==> config.mk <==
export PLATFORM = sky130hd
export DESIGN_NAME = pipo_load_arbiter
export DESIGN_NICKNAME = d
export VERILOG_FILES = /design/src/rtl/pipo_load_arbiter.sv
export SDC_FILE = /design/constraint.sdc
export NUM_CORES = 1
export LEC_CHECK = 0
export CORE_MARGIN = 8
export CORE_UTILIZATION = 43
export CTS_CLUSTER_SIZE = 10
export DETAILED_ROUTE_END_ITERATION = 16
export PLACE_DENSITY_LB_ADDON = 0.15
export SYNTH_ARGS = -nofsm -noshare
export SYNTH_HDL_FRONTEND = slang
export SYNTH_SLANG_ARGS = --single-unit
export TNS_END_PERCENT = 30
==> constraint.sdc <==
create_clock -name clk -period 1.78 [get_ports clk]
set_clock_uncertainty 0.2 [all_clocks]
set_input_delay 0.356 -clock clk [delete_from_list [all_inputs] [get_ports clk]]
set_output_delay 0.356 -clock clk [all_outputs]
set_load 0.02 [all_outputs]
==> src/rtl/pipo_load_arbiter.sv <==
// ---------------------------------------------------------------------------
// pipo_load_arbiter : round-robin arbiter sequencing loads into a shared
//                     parallel-in/parallel-out register, plus its reset.
// Revision 1.0 - initial release
// ---------------------------------------------------------------------------
`default_nettype none

module pipo_load_arbiter #(
    parameter int NREQ        = 4,
    parameter int WIDTH       = 4,
    parameter int HOLD_CYCLES = 2
) (
    input  logic                    clk,
    input  logic                    reset,
    input  logic [NREQ-1:0]         req,
    input  logic [NREQ*WIDTH-1:0]   req_data,
    output logic [NREQ-1:0]         gnt,
    output logic [NREQ-1:0]         ack,
    output logic                    busy,
    output logic                    reg_rst,
    output logic                    reg_pl,
    output logic [WIDTH-1:0]        reg_di
);

    localparam int PW = (NREQ > 1) ? $clog2(NREQ) : 1;

    typedef enum logic [1:0] {
        ST_INIT = 2'd0,
        ST_IDLE = 2'd1,
        ST_LOAD = 2'd2,
        ST_HOLD = 2'd3
    } state_t;

    state_t             state, state_n;
    logic [PW-1:0]      ptr, ptr_n;
    logic [PW-1:0]      sel, sel_n;
    logic [3:0]         cnt, cnt_n;
    logic [NREQ-1:0]    gnt_n, ack_n;
    logic               busy_n, reg_rst_n, reg_pl_n;
    logic [WIDTH-1:0]   reg_di_n;

    logic [PW-1:0]      pick;
    logic               found;
    logic               do_release;

    // Rotating-priority scan starting at ptr; first asserted request wins.
    always_comb begin
        logic [PW-1:0] idx;
        found = 1'b0;
        pick  = '0;
        idx   = '0;
        for (int k = 0; k < NREQ; k++) begin
            idx = PW'((int'(ptr) + k) % NREQ);
            if (!found && req[idx]) begin
                found = 1'b1;
                pick  = idx;
            end
        end
    end

    always_comb begin
        state_n    = state;
        ptr_n      = ptr;
        sel_n      = sel;
        cnt_n      = cnt;
        gnt_n      = gnt;
        ack_n      = '0;
        busy_n     = busy;
        reg_rst_n  = reg_rst;
        reg_pl_n   = 1'b0;
        reg_di_n   = reg_di;
        do_release = 1'b0;

        case (state)
            ST_INIT: begin
                reg_rst_n = 1'b0;
                state_n   = ST_IDLE;
            end
            ST_IDLE: begin
                if (found) begin
                    gnt_n       = '0;
                    gnt_n[pick] = 1'b1;
                    sel_n       = pick;
                    reg_di_n    = req_data[int'(pick)*WIDTH +: WIDTH];
                    reg_pl_n    = 1'b1;
                    busy_n      = 1'b1;
                    state_n     = ST_LOAD;
                end
            end
            ST_LOAD: begin
                if (HOLD_CYCLES > 0) begin
                    cnt_n   = 4'(HOLD_CYCLES - 1);
                    state_n = ST_HOLD;
                end else begin
                    do_release = 1'b1;
                end
            end
            ST_HOLD: begin
                if (cnt == 4'd0) begin
                    do_release = 1'b1;
                end else begin
                    cnt_n = cnt - 4'd1;
                end
            end
            default: begin
                state_n = ST_INIT;
            end
        endcase

        // Ack lands in the first IDLE cycle, so back-to-back grants are spaced by one idle cycle.
        if (do_release) begin
            gnt_n      = '0;
            ack_n[sel] = 1'b1;
            busy_n     = 1'b0;
            ptr_n      = (sel == PW'(NREQ - 1)) ? '0 : sel + PW'(1);
            state_n    = ST_IDLE;
        end
    end

    always_ff @(posedge clk or negedge reset) begin
        if (!reset) begin
            state   <= ST_INIT;
            ptr     <= '0;
            sel     <= '0;
            cnt     <= '0;
            gnt     <= '0;
            ack     <= '0;
            busy    <= 1'b0;
            reg_rst <= 1'b1;
            reg_pl  <= 1'b0;
            reg_di  <= '0;
        end else begin
            state   <= state_n;
            ptr     <= ptr_n;
            sel     <= sel_n;
            cnt     <= cnt_n;
            gnt     <= gnt_n;
            ack     <= ack_n;
            busy    <= busy_n;
            reg_rst <= reg_rst_n;
            reg_pl  <= reg_pl_n;
            reg_di  <= reg_di_n;
        end
    end

endmodule

`default_nettype wire

Word-level counts from Yosys, hierarchy flattened
Index checks and enable logic that the tools add are counted.
{"block": "totals", "register_bits": 25, "input_bits": 22, "out_inout_bits": 15, "elab_cells": 85}
{"block": "op_classes", "add_sub_neg": 5, "order_cmp": 8, "eq_ne": 6, "shift": 1, "mux": 37, "n_reduce_logical": 18}
{"operator": "$mux 4", "n": 5}
{"operator": "$lt 2x3->1 const B", "n": 6}
{"operator": "$mux 1", "n": 17}
{"operator": "$shiftx 16x5->4", "n": 1}
{"operator": "$mux 2", "n": 7}
{"operator": "$bmux 1 s2", "n": 4}
{"operator": "$pmux 4 s2", "n": 1}
{"operator": "$reduce_and 2->1", "n": 4}
{"operator": "$eq 2x2->1 const B", "n": 3}
{"operator": "$pmux 2 s3", "n": 1}
{"operator": "$reduce_bool 2->1", "n": 3}
{"operator": "$logic_and 1x1->1", "n": 5}
{"operator": "$add 2x1->2 const B", "n": 2}
{"operator": "$add 2x2->2 const B", "n": 2}
{"operator": "$demux 1 s2", "n": 2}
{"operator": "$ge 2x1->1 const B", "n": 2}
{"operator": "$logic_not 4->1", "n": 1}
{"operator": "$reduce_bool 4->1", "n": 1}
{"operator": "$sub 4x1->4 const B", "n": 1}
{"operator": "$logic_not 1->1", "n": 3}
{"operator": "$ne 3x3->1 const B", "n": 1}
{"operator": "$eq 2x1->1 const B", "n": 1}
{"operator": "$logic_not 2->1", "n": 1}
{"operator": "$ne 2x2->1 const B", "n": 1}

Depth between registers and ports, before layout
{"block": "logic_depth", "depth_word": 19, "mapped_depth": 8, "depth_no_buf": 7}

Worst setup path after synthesis
No wires, ideal clock.
{"block": "synth_timing", "path_kind": "register to register", "from": "register state[0]", "to": "register state[0]", "setup_time_ns": 0.078, "arrival_time_ns": 1.455, "required_ns": 1.502, "setup_slack_ns": 0.048, "stages_incl_launch_ff": 8, "path_buffers": 1, "synth_period_minus_slack_ns": 1.732, "cell_sequence": "dfrtp_1 -> ha_1 -> buf_2 -> nor2b_1 -> nand2_1 -> o211ai_1 -> nor2_1 -> a21oi_1"}
{"block": "synth_via", "elab_chain_len": 4, "elab_cells_between_ends": 10, "classes_between": "eq/ne (4); mux (3); reduce/logical (3)"}
{"item": "start: declaration", "line": "34", "source": "state_t state, state_n;"}
{"item": "start signal: assignment", "line": "133", "source": "state <= state_n;"}
{"item": "$eq 2x2->1", "line": "74", "source": "case (state)"}
{"item": "$mux 1"}
{"item": "$ne 3x3->1 (no line) or $reduce_bool 4->1 (tied branches)"}
{"item": "$reduce_and 2->1 (no line)"}
Several ways; a longest one is shown, not always the timed one.
A chain may end at the register's enable or synchronous reset.

Worst setup path in the final report
{"block": "layout_timing", "from": "register ptr[1]", "to": "register reg_di[0]"}
{"block": "layout_via", "elab_chain_len": 13, "elab_cells_between_ends": 27, "classes_between": "add/sub (3); shift (1); mux (16); reduce/logical (7)"}
{"item": "start: declaration", "line": "35", "source": "logic [PW-1:0] ptr, ptr_n;"}
{"item": "start signal: assignment", "line": "134", "source": "ptr <= ptr_n;"}
{"item": "parallel branches: the longest is 13 deep, another holds $add 2x1->2"}
{"item": "end signal: assignment", "line": "142", "source": "reg_di <= reg_di_n;"}
{"item": "end: declaration", "line": "22", "source": "output logic [WIDTH-1:0] reg_di"}
Parallel ways; which one is timed is not known. The select of a mux whose other input is x is not followed.

==> reports/results.ini <==
[detailed_routing]
detail_route.first_pass.iterations = 4
drt_iter0_drc = 40
final_antenna_net_count = 0
drt_wl_total_mm = 3.767
wl_per_cell_um = 15.89
drcViolationCount = 0
vias = 1223
via_per_inst = 5.160

[die]
core-area_sq_mm = 0.003028
die_height_um = 72.03
die-area_sq_mm = 0.005188
start_util_pct = 44.59
io_pins = 37
die_x_um = 72.03
fp-row-count = 20

[place]
dpl.hpwl_mm = 2.582
placed_area_sq_mm = 0.001874
port_buffers = 36
placedCellCount = 225
gp_congestion = 0.7803

[cts]
cts_buffers = 3
h-tree-depth = 1
cts_tree = done
cts_root_buffer = clkbuf_4
clock_sinks = 25
cts_hold_buffers = 0
clock_latency_ns = 0.34
worst_setup_hold_path_clk_slew_ns = 0.16
cts_buffer_depth = 2

[sta]
rsz0062_at_grt = true
tightest_slew_ns = 0.3531
relSlewSlack_pct = 76.38
worst_slack_ns = -0.05264
timing.hold.ws_ns = 0.1541
final_hold_viol_count = 0
max_freq_mhz = 545.7
period_needed_ns = 1.833
slew_violations = 0
setup_viol = 4
tns_ns = -0.1141
timing.final.crit_share_pct = 103.0

[layout]
drive_gt1_share_pct = 28.50
nNetsFinal = 226
final_cell_mix = 23 x dfrtp_1, 19 x buf_4, 18 x dlygate4sd2_1
fin_cells = 237
final_common_cell = dfrtp_1
area_growth_pct = 57.46
final_area_sq_mm = 0.002126
diodes = 0
nFillCells = 227

[setup_path]
arrival_ns = 1.87
crit_type = flip-flop to flip-flop
start_kind = flip-flop
endpoint = reg_di[0]
worst_setup_path_end_kind = flip-flop
crit_required_ns = 1.81
reg2reg_depth = 5
crit_start = ptr[1]
worstPathMaxFanout = 6
regToRegStartpoint = ptr[1]
reg2reg_to = reg_di[0]
reg2reg_setup_slack_ns = -0.05

[power]
p_clk_share_pct = 9.2
p_switching_mw = 1.375
cellPowerDensity_mw_per_mm2 = 1496
swShare_pct = 43.24
vdd_drop_max_v = 0.0007348
leakage_nw = 1.014
internal_power_mw = 1.805
p_comb_share_pct = 60.8
seqPwrFrac_pct = 30.0
total_power_mw = 3.181

[run]
drv_cap = 0

[global_route]
grt_overflow_total = 0
antenna_found_initial = 0
grt_max_degree = 26
grt_pass1_wl_mm = 5.989
grt_pass1_vias = 1282
grt_usage_pct = 14.10

[yosys]
yosys_warnings = 0
yosysSeqAreaShare_pct = 46.43
synth_cell_types = 32
postSynthAreaPerCell_sq_um = 10.23
synth_fp_nets = 164
netlist_instances = 132
synth_seq_cells = 25
syn_area_sq_mm = 0.001350

[status]
outcome = finished with violations
violations = setup timing

[min_path]
hold_path_class = input port to asynchronous set/reset pin

[synthesized netlist by cell type]
| master | instances | area share (%) |
|---|---|---|
| o21ai_0 | 4 | 1.5 |
| o41ai_4 | 1 | 2.0 |
| nor2b_1 | 4 | 1.9 |
| and2_1 | 2 | 0.93 |
| a32o_1 | 3 | 2.2 |
| ha_1 | 10 | 9.3 |
| a31oi_1 | 4 | 1.9 |
| a21oi_1 | 4 | 1.5 |
| o31ai_1 | 1 | 0.56 |
| inv_2 | 1 | 0.28 |
| dfstp_2 | 1 | 1.9 |
| o21ai_2 | 1 | 0.65 |
| a2111oi_0 | 4 | 2.6 |
| nor3_1 | 1 | 0.37 |
| a22oi_1 | 4 | 2.2 |
| a211oi_1 | 4 | 2.2 |
| dfrtp_1 | 24 | 44 |
| nand2_1 | 8 | 2.2 |
| a21o_1 | 2 | 1.1 |
| inv_1 | 13 | 3.6 |
| o211ai_1 | 1 | 0.56 |
| nand3_1 | 1 | 0.37 |
| and3_4 | 1 | 0.83 |
| nand2b_1 | 1 | 0.46 |
| nand3b_1 | 2 | 1.1 |
| and3b_1 | 1 | 0.65 |
| buf_2 | 3 | 1.1 |
| o221a_2 | 1 | 0.83 |
| and3_1 | 5 | 2.3 |
| clkbuf_1 | 1 | 0.28 |
| nor2_1 | 13 | 3.6 |
| mux2i_1 | 6 | 4.4 |
[power groups by stage]
| stage | clock [mW] | sequential [mW] | combinational, mW |
|---|---|---|---|
| 6_report | 0.292 | 0.955 | 1.93 |
| 3_5_place_dp | 0 | 0.969 | 1.60 |
| 2_1_floorplan | 0 | 1.07 | 0.813 |
| 3_3_place_gp | 0 | 0.952 | 1.56 |
| 5_1_grt | 0.321 | 0.983 | 2.12 |
| 4_1_cts | 0.296 | 0.956 | 1.76 |
[timing repair]
action                                 4_1_cts  5_1_grt
gates resized for setup                     44       17
pin swaps                                    4       11
setup endpoints to repair                   23       14
buffers inserted                             3        5
endpoints found under the hold margin        0        0
[stage by stage]
stage          util [%]  setup WS, ns
2_1_floorplan         -       0.04775
3_3_place_gp      61.90       -0.4890
3_5_place_dp      61.90       -0.6148
4_1_cts           67.27     -0.001859
5_1_grt           70.21       -0.1001
6_report          70.21      -0.05264
[worst max-delay path, stage by stage (launching register included)]
cell	delay, ns
dfrtp_2	0.47
buf_4	0.15
o221a_2	0.28
and2_4	0.21
a2111oi_4	0.34
a211oi_1	0.08
[sequential cells by signal, indices dropped and copies added (netlist names), 2 cells and up]
signal,count
ptr,2
sel,2
state,2
gnt,4
ack,4
reg_di,4
cnt,4
[logic make-up (layout without fill, tap and decap cells)]
family,Yosys count,after routing,synth area share (%)
simple gates,39,39,14.74
compound gates,34,34,19.83
flops,25,25,46.43
mux,6,6,4.449
fa+ha+maj,10,10,9.268
buf+inv,18,79,5.282
[worst min-delay path by stage]
stage	startpoint	to	slack (ns)	depth (start not counted)
5_1_grt	reset	busy	0.18	2
6_report	reset	reg_di[0]	0.15	2
4_1_cts	reset	reg_pl	0.16	2
3_3_place_gp	reg_rst	reg_rst	0.27	1
3_5_place_dp	reg_rst	reg_rst	0.28	1
2_1_floorplan	reset	ack[0]	-0.14	0
[layout make-up]
cell class	count	area, sq um	area share, %
tap	44	55.05	2.590
inverter	14	52.55	2.472
clock buffer	3	22.52	1.059
multi-input combinational	89	815.8	38.38
clock inverter	1	8.758	0.4120
sequential	25	628.1	29.55
timing repair buffer	61	543.0	25.54
[layer usage]
layer / vias to the layer above / global-route usage [%] / part of all wire (%)
met3: 8 / 3.030 / 5.5
met5: - / 0 / 0
met1: 592 / 15.65 / 40
met2: 34 / 26.01 / 52
li1: 589 / - / -
met4: 0 / 4.308 / 1.8
Power figures use the tool's default switching activity.
